<file path="config.mk">
export PLATFORM = sky130hd
export DESIGN_NAME = mul_operand_ctrl
export DESIGN_NICKNAME = d
export VERILOG_FILES = /design/src/rtl/mul_operand_ctrl.sv
export SDC_FILE = /design/constraint.sdc
export NUM_CORES = 1
export LEC_CHECK = 0
export ABC_CLOCK_PERIOD_IN_PS = 3400
export BUFFER_PORTS_ARGS = -buffer_cell sky130_fd_sc_hd__buf_2
export CORE_ASPECT_RATIO = 0.7
export CORE_MARGIN = 2
export CORE_UTILIZATION = 60
export CTS_BUF_LIST = sky130_fd_sc_hd__clkbuf_16
export DETAILED_ROUTE_END_ITERATION = 10
export GPL_TIMING_DRIVEN = 0
export PLACE_DENSITY_LB_ADDON = 0.12
export SYNTH_ARGS = -nofsm -noshare
export SYNTH_HDL_FRONTEND = slang
export SYNTH_SLANG_ARGS = --single-unit
</file>
<file path="constraint.sdc">
create_clock -name clk -period 3.4 [get_ports clk]
set_input_delay 0 -clock clk [delete_from_list [all_inputs] [get_ports clk]]
set_output_delay 0 -clock clk [all_outputs]
set_load 0.01 [all_outputs]
</file>
<file path="src/rtl/mul_operand_ctrl.sv">
`default_nettype none
// ============================================================================
// Module   : mul_operand_ctrl
// Purpose  : Sequential front/back end for a combinational N-bit array
//            multiplier. Two push-buttons are synchronized and debounced; a
//            load press captures operand A and then operand B from the
//            switches. The multiplier's truncated product and overflow flag
//            are then captured into a result register for display. A
//            saturating counter tracks how many operations overflowed.
// Revision : 1.0 - initial release
// ----------------------------------------------------------------------------
// Ports:
//   clk        in   1          system clock, rising edge
//   rst        in   1          asynchronous active-low reset
//   sw         in   N          operand switches
//   btn_load   in   1          raw load button (bouncing, asynchronous)
//   btn_clear  in   1          raw clear button (bouncing, asynchronous)
//   op_a       out  N          operand A to multiplier
//   op_b       out  N          operand B to multiplier
//   prod       in   N          multiplier product (low N bits)
//   ovf        in   1          multiplier overflow flag
//   result     out  N          captured product
//   result_ovf out  1          captured overflow flag
//   done       out  1          a valid result is held
//   state      out  2          00 S_A, 01 S_B, 10 S_EXEC, 11 S_SHOW
//   ovf_count  out  OVF_CNT_W  saturating count of overflowed operations
// ============================================================================
module mul_operand_ctrl #(
    parameter int N          = 4,
    parameter int DEB_CYCLES = 500000,
    parameter int OVF_CNT_W  = 8
) (
    input  logic                 clk,
    input  logic                 rst,
    input  logic [N-1:0]         sw,
    input  logic                 btn_load,
    input  logic                 btn_clear,
    output logic [N-1:0]         op_a,
    output logic [N-1:0]         op_b,
    input  logic [N-1:0]         prod,
    input  logic                 ovf,
    output logic [N-1:0]         result,
    output logic                 result_ovf,
    output logic                 done,
    output logic [1:0]           state,
    output logic [OVF_CNT_W-1:0] ovf_count
);

    localparam int             CNT_W    = $clog2(DEB_CYCLES) + 1;
    localparam logic [CNT_W-1:0] CNT_LAST = CNT_W'(DEB_CYCLES - 1);

    typedef enum logic [1:0] {
        S_A    = 2'b00,
        S_B    = 2'b01,
        S_EXEC = 2'b10,
        S_SHOW = 2'b11
    } state_t;

    // ------------------------------------------------------------------------
    // Button conditioning: bit 0 = load, bit 1 = clear
    // ------------------------------------------------------------------------
    logic [1:0] btn_raw;
    logic [1:0] btn_pulse;

    assign btn_raw = {btn_clear, btn_load};

    for (genvar gi = 0; gi < 2; gi++) begin : g_btn
        logic             sync1_q;
        logic             sync2_q;
        logic             deb_q;
        logic             deb_d;
        logic             deb_prev_q;
        logic [CNT_W-1:0] cnt_q;
        logic [CNT_W-1:0] cnt_d;

        // The counter holds how many consecutive earlier cycles the
        // synchronized level has differed from the debounced level; the
        // level flips on the DEB_CYCLES-th such cycle.
        always_comb begin
            cnt_d = '0;
            deb_d = deb_q;
            if (sync2_q != deb_q) begin
                if (cnt_q == CNT_LAST) begin
                    deb_d = ~deb_q;
                end else begin
                    cnt_d = cnt_q + CNT_W'(1);
                end
            end
        end

        always_ff @(posedge clk or negedge rst) begin
            if (!rst) begin
                sync1_q    <= 1'b0;
                sync2_q    <= 1'b0;
                deb_q      <= 1'b0;
                deb_prev_q <= 1'b0;
                cnt_q      <= '0;
            end else begin
                sync1_q    <= btn_raw[gi];
                sync2_q    <= sync1_q;
                deb_q      <= deb_d;
                deb_prev_q <= deb_q;
                cnt_q      <= cnt_d;
            end
        end

        // One-cycle pulse on a debounced rising edge only
        assign btn_pulse[gi] = deb_q & ~deb_prev_q;
    end

    logic load_pulse;
    logic clear_pulse;

    assign load_pulse  = btn_pulse[0];
    assign clear_pulse = btn_pulse[1];

    // ------------------------------------------------------------------------
    // Operand / result FSM
    // ------------------------------------------------------------------------
    state_t                state_q,      state_d;
    logic [N-1:0]          op_a_q,       op_a_d;
    logic [N-1:0]          op_b_q,       op_b_d;
    logic [N-1:0]          result_q,     result_d;
    logic                  result_ovf_q, result_ovf_d;
    logic                  done_q,       done_d;
    logic [OVF_CNT_W-1:0]  ovf_count_q,  ovf_count_d;

    always_comb begin
        state_d      = state_q;
        op_a_d       = op_a_q;
        op_b_d       = op_b_q;
        result_d     = result_q;
        result_ovf_d = result_ovf_q;
        done_d       = done_q;
        ovf_count_d  = ovf_count_q;

        // Clear has priority over everything, including an S_EXEC capture.
        // The overflow counter survives a clear.
        if (clear_pulse) begin
            state_d      = S_A;
            op_a_d       = '0;
            op_b_d       = '0;
            result_d     = '0;
            result_ovf_d = 1'b0;
            done_d       = 1'b0;
        end else begin
            case (state_q)
                S_A: begin
                    if (load_pulse) begin
                        op_a_d  = sw;
                        state_d = S_B;
                    end
                end
                S_B: begin
                    if (load_pulse) begin
                        op_b_d  = sw;
                        state_d = S_EXEC;
                    end
                end
                S_EXEC: begin
                    // op_b was registered a cycle ago, so prod/ovf are settled
                    result_d     = prod;
                    result_ovf_d = ovf;
                    done_d       = 1'b1;
                    state_d      = S_SHOW;
                    if (ovf && (ovf_count_q != '1)) begin
                        ovf_count_d = ovf_count_q + OVF_CNT_W'(1);
                    end
                end
                S_SHOW: begin
                    // result stays on display until the next S_EXEC
                    if (load_pulse) begin
                        op_a_d  = sw;
                        done_d  = 1'b0;
                        state_d = S_B;
                    end
                end
                default: state_d = S_A;
            endcase
        end
    end

    always_ff @(posedge clk or negedge rst) begin
        if (!rst) begin
            state_q      <= S_A;
            op_a_q       <= '0;
            op_b_q       <= '0;
            result_q     <= '0;
            result_ovf_q <= 1'b0;
            done_q       <= 1'b0;
            ovf_count_q  <= '0;
        end else begin
            state_q      <= state_d;
            op_a_q       <= op_a_d;
            op_b_q       <= op_b_d;
            result_q     <= result_d;
            result_ovf_q <= result_ovf_d;
            done_q       <= done_d;
            ovf_count_q  <= ovf_count_d;
        end
    end

    assign op_a       = op_a_q;
    assign op_b       = op_b_q;
    assign result     = result_q;
    assign result_ovf = result_ovf_q;
    assign done       = done_q;
    assign state      = state_q;
    assign ovf_count  = ovf_count_q;

endmodule
`default_nettype wire

</file>
Word-level counts from Yosys, hierarchy flattened
Index checks and enable logic that the tools add are counted.
{"block": "totals", "register_bits": 72, "output_inout_bits": 24, "word_cells": 73}
{"block": "op_classes", "addsub": 3, "eq_ne": 11, "reduce_logical": 15, "bitwise": 7, "mux": 20}
{"operator": "two-way mux 20 bit", "n": 4}
{"operator": "adder 20 x 1 -> 20 bit (second input constant)", "n": 2}
{"operator": "equality test 20 x 19 -> 1 bit (second input constant)", "n": 2}
{"operator": "two-way mux 4 bit", "n": 7}
{"operator": "AND reduction 2 bit", "n": 6}
{"operator": "adder 8 x 1 -> 8 bit (second input constant)", "n": 1}
{"operator": "inequality test 8 bit (second input constant)", "n": 1}
{"operator": "nonzero test 2 bit", "n": 4}
{"operator": "two-way mux 2 bit", "n": 3}
{"operator": "inequality test 3 bit (second input constant)", "n": 2}
{"operator": "one-hot mux 2 bit (3 select lines)", "n": 1}
{"operator": "NOT 1 bit", "n": 5}
{"operator": "equality test 2 bit (second input constant)", "n": 2}
{"operator": "two-way mux 1 bit", "n": 4}
{"operator": "inequality test 3 x 1 -> 1 bit (second input constant)", "n": 1}
{"operator": "AND reduction 3 bit", "n": 1}
{"operator": "nonzero test 3 bit", "n": 1}
{"operator": "bitwise AND 1 bit", "n": 2}
{"operator": "equality test 2 x 1 -> 1 bit (second input constant)", "n": 1}
{"operator": "zero test 2 bit", "n": 1}
{"operator": "inequality test 1 bit", "n": 2}
{"operator": "one-hot mux 1 bit (2 select lines)", "n": 1}
{"operator": "OR reduction 2 bit", "n": 1}
{"operator": "logical AND 1 bit", "n": 1}

Longest topological paths before layout
{"block": "depth", "word_depth": 5, "ltp_mapped": 8}

Worst setup path before layout
Ideal clock, no wire load.
{"block": "synth_path", "kind": "register to register", "from": "register g_btn[1].cnt_q[0]", "to": "register g_btn[1].deb_q", "path_stages_with_launch": 6, "arrival_ps": 1677, "required_time_ps": 3275, "setup_time_ps": 125, "n_path_buf": 0, "synth_period_minus_slack_ps": 1802, "slack_ps": 1598, "path_cell_list": "dfrtp_1 > ha_1 > nand4_2 > or4_4 > nor2_1 > mux2_2"}
{"block": "synth_via", "elab_chain_cells": 2}
{"element": "start: declaration", "line": "73", "text": "logic [CNT_W-1:0] cnt_q;"}
{"element": "start signal: assignment", "line": "103", "text": "cnt_q <= cnt_d;"}
{"element": "equality test 20 x 19 -> 1 bit", "line": "83", "text": "if (cnt_q == CNT_LAST) begin"}
{"element": "AND reduction 2 bit (no line)"}
{"element": "end signal: assignment", "line": "95", "text": "deb_q <= 1'b0;"}
{"element": "end signal: assignment", "line": "101", "text": "deb_q <= deb_d;"}
{"element": "end: declaration", "line": "70", "text": "logic deb_q;"}
No other way between the ends.
A chain may end at the register's enable or synchronous reset.

Worst setup path in the final report
{"block": "layout_path", "from": "register g_btn[1].cnt_q[0]", "to": "register g_btn[1].cnt_q[14]"}
{"block": "layout_via", "elab_chain_cells": 3}
{"element": "adder 20 x 1 -> 20 bit or equality test 20 x 19 -> 1 bit (tied branches)", "line": "86, 83"}
{"element": "two-way mux 20 bit (*)", "line": "83"}
{"element": "two-way mux 20 bit (*)", "line": "82", "text": "if (sync2_q != deb_q) begin"}
{"element": "named net g_btn[1].cnt_d[14]", "line": "74", "text": "logic [CNT_W-1:0] cnt_d;"}
Mark *: on every way through the listed nets, which the timed path passes. The rest lies on a longest branch.

==> qor.yml <==
synthesis:
  synthesis.nets: 353
  yosysMostFrequentCell: "dfrtp_1"
  synth_edf_count: 0
  ys_warn_count: 0
  ys_ff_latch: 72
  yosysSeqAreaShare_pct: 52.5
  ys.flop_type: "dfrtp_1"
  synth_largest_area_cell: "dfrtp_1"
  syn_area_per_cell_sq_um: 10.3
  yosysUniqueCellTypes: 38
  syn_inst: 333
  yosysTopAreaCellShare_pct: 52.5
  netlist_area_sq_um: 3430
  synthTopCellsByCount: "dfrtp_1 (72), nor2_1 (52), xnor2_1 (24), nand3_1 (23), nand2_1 (22)"
  synth_area_leaders: "dfrtp_1 (52%), xnor2_1 (6.1%), nor2_1 (5.7%), xor2_1 (4.1%), nand3_1 (3.4%)"
  synthArstFlopShare_pct: 100
setup_path:
  path_class: "reg -> reg"
  worstSetupStartpointType: "flop"
  setup.worst_path.end_class: "flop"
  critPathRequiredTime_ns: 3.61
  cp_max_fo: 10
  worstPathArrival_ns: 2.20
clock_network:
  cts_setup_buffers: 0
  cts_root_buf: "clkbuf_16"
  cts_tree: "yes"
  clk_latency_ns: 0.32
  clkSlewWorstSetupHoldPaths_ns: 0.06
  cts.repair.resized: 0
  ctsLongestPathBuffers: 2
  cts_hold_buf: 12
  cts_num_sinks: 72
  numCtsBuffers: 9
  htreeDepth: 3
power:
  p_comb_share_pct: 3.4
  power.leakage_nw: 1.84
  switching_share_pct: 21.8
  p_per_area_nw_per_um2: 430
  power.total_mw: 1.76
  netSwitchingPower_uw: 384
  seq_power_share_pct: 49.7
  power_frac_clock_pct: 46.9
  ir_drop_mv: 0.349
  p_int_mw: 1.38
grt:
  grt_pass1_wl_um: 11600
  grt_max_degree: 73
  antenna_found_initial: 0
  overflow: 0
  grt_pass1_vias: 2461
  track_usage_pct: 23.7
place:
  hpwlAfterDp_um: 4340
  dpl_cell_area_sq_um: 3710
  portBuffers: 36
  gp_congestion: 0.835
layout:
  num_antenna_cells: 0
  num-nets-final: 412
  fin_area_sq_um: 4100
  fillers: 398
  synthToLayoutAreaGrowth_pct: 19.3
  drive_above_1_share_pct: 18.1
timing:
  min_period_over_period_pct: 58.7
  rsz0062_at_grt: "no"
  relSlewSlack_pct: 39.7
  final-setup-viol-count: 0
  max_freq_mhz: 501
  worst_pin_slew_ns: 0.905
  fin_worst_skew_ns: 0.00666
  setup_tns_ns: 0
  hold_viol: 0
  slew_violations: 0
  post-route-min-period_ns: 2.00
drt:
  drtIter0Drc: 119
  wl_per_cell_um: 14.7
  dr.pass1.iters: 4
  viasPerCell: 5.48
  vias: 2588
  drc: 0
  final_antenna_net_count: 0
  routed_wl_um: 6940
die:
  core_region_area_sq_um: 5610
  rows: 23
  num_io_pins: 37
  die_area_sq_um: 6350
  die_y_um: 67.3
  die_x_um: 94.4
  initial_core_util_pct: 61.2
min_path:
  hold_path_class: "in -> async"
flow_run:
  drv_cap: 0
status:
  status: "complete, no violations"
## area by class of cell
type | count | area (sq um) | area share, %
repair buffers | 48 | 303 | 7.39
flip-flops and latches | 72 | 1800 | 44.0
well taps | 75 | 93.8 | 2.29
multi-input cells | 240 | 1540 | 37.5
clock inverters | 7 | 40.0 | 0.978
clock buffers | 9 | 225 | 5.50
plain buffers | 8 | 46.3 | 1.13
inverters | 13 | 48.8 | 1.19
## sequential cells by signal, summed over array words and instances, names as in the netlist, 2 cells and up
signal            flops
op_a                  4
g_btn.cnt_q          40
g_btn.sync1_q         2
ovf_count             8
op_b                  4
g_btn.deb_q           2
g_btn.sync2_q         2
result                4
state                 2
g_btn.deb_prev_q      2
## through the flow
| stage | worst slack (ns) | hold slack (ns) | util (%) | instances |
|---|---|---|---|---|
| floorplan | 1.60 | -0.296 | - | 333 |
| global placement | 1.42 | 0.109 | 66.1 | 444 |
| detailed placement | 1.42 | 0.109 | 66.1 | 444 |
| CTS | 1.40 | 0.301 | 73.0 | 472 |
| global route | 1.29 | 0.312 | 73.0 | 472 |
| finish | 1.40 | 0.318 | 73.0 | 472 |
## worst max-delay path, stage by stage (launching register included)
cell and delay (ns):
dfrtp_1 0.40, ha_1 0.26, nand4_2 0.20, or4_4 0.48
o21ai_4 0.30, buf_6 0.19, nor2_1 0.06
## metal layers
layer	global-route usage, %	routed length [um]	up-vias
li1	-	-	1279
met1	32.2	3400	1232
met2	37.7	3190	71
met3	5.92	315	6
met4	7.97	35	0
met5	0	0	-
## logic make-up after synthesis
group,count (synthesis),share of synthesized area (%)
XOR/XNOR,40,10.2
adder cells (fa/ha/maj),7,2.55
buffers and inverters,21,2.77
multiplexers,9,2.73
AO/OA/AOI/OAI,27,5.10
flip-flops,72,52.5
AND/OR/NAND/NOR,157,24.2
## worst paths after layout
check / slack, ns / from / to / cells after the start
worst max-delay path: 1.40 / g_btn[1].cnt_q[0]$_DFF_PN0_ / g_btn[1].cnt_q[14]$_DFF_PN0_ / 6
worst min-delay path: 0.32 / rst / op_b[2]$_DFFE_PN0P_ / 2
worst max register to register: 1.40 / g_btn[1].cnt_q[0]$_DFF_PN0_ / g_btn[1].cnt_q[14]$_DFF_PN0_ / 6
worst min register to register: 0.35 / g_btn[0].sync1_q$_DFF_PN0_ / g_btn[0].sync2_q$_DFF_PN0_ / 0
max in group asynchronous: 2.45 / rst / g_btn[0].cnt_q[18]$_DFF_PN0_ / 2
min in group clk: 0.32 / btn_clear / g_btn[1].sync1_q$_DFF_PN0_ / 2
## placed cells by master (no fill, tap or decap), types with 11 or more instances in the layout
cell / Yosys / layout
a21oi_1: 16 / 16
xor2_1: 16 / 16
nor3_1: 11 / 11
dlygate4sd3_1: 0 / 12
dfrtp_1: 72 / 72
inv_1: 13 / 14
xnor2_1: 24 / 24
nand2_1: 22 / 22
buf_2: 4 / 39
nand3_1: 23 / 23
nor2_1: 52 / 52
nand4_1: 14 / 14
## power by group through the flow
| stage | clock (mW) | combinational [mW] | sequential, mW |
|---|---|---|---|
| 6_report | 0.826 | 0.0598 | 0.874 |
| 5_1_grt | 0.884 | 0.0680 | 0.875 |
| 4_1_cts | 0.847 | 0.0604 | 0.874 |
| 3_5_place_dp | 0 | 0.0495 | 0.889 |
| 3_3_place_gp | 0 | 0.0486 | 0.890 |
| 2_1_floorplan | 0 | 0.0203 | 0.888 |
(Power assumes the default switching activity.)
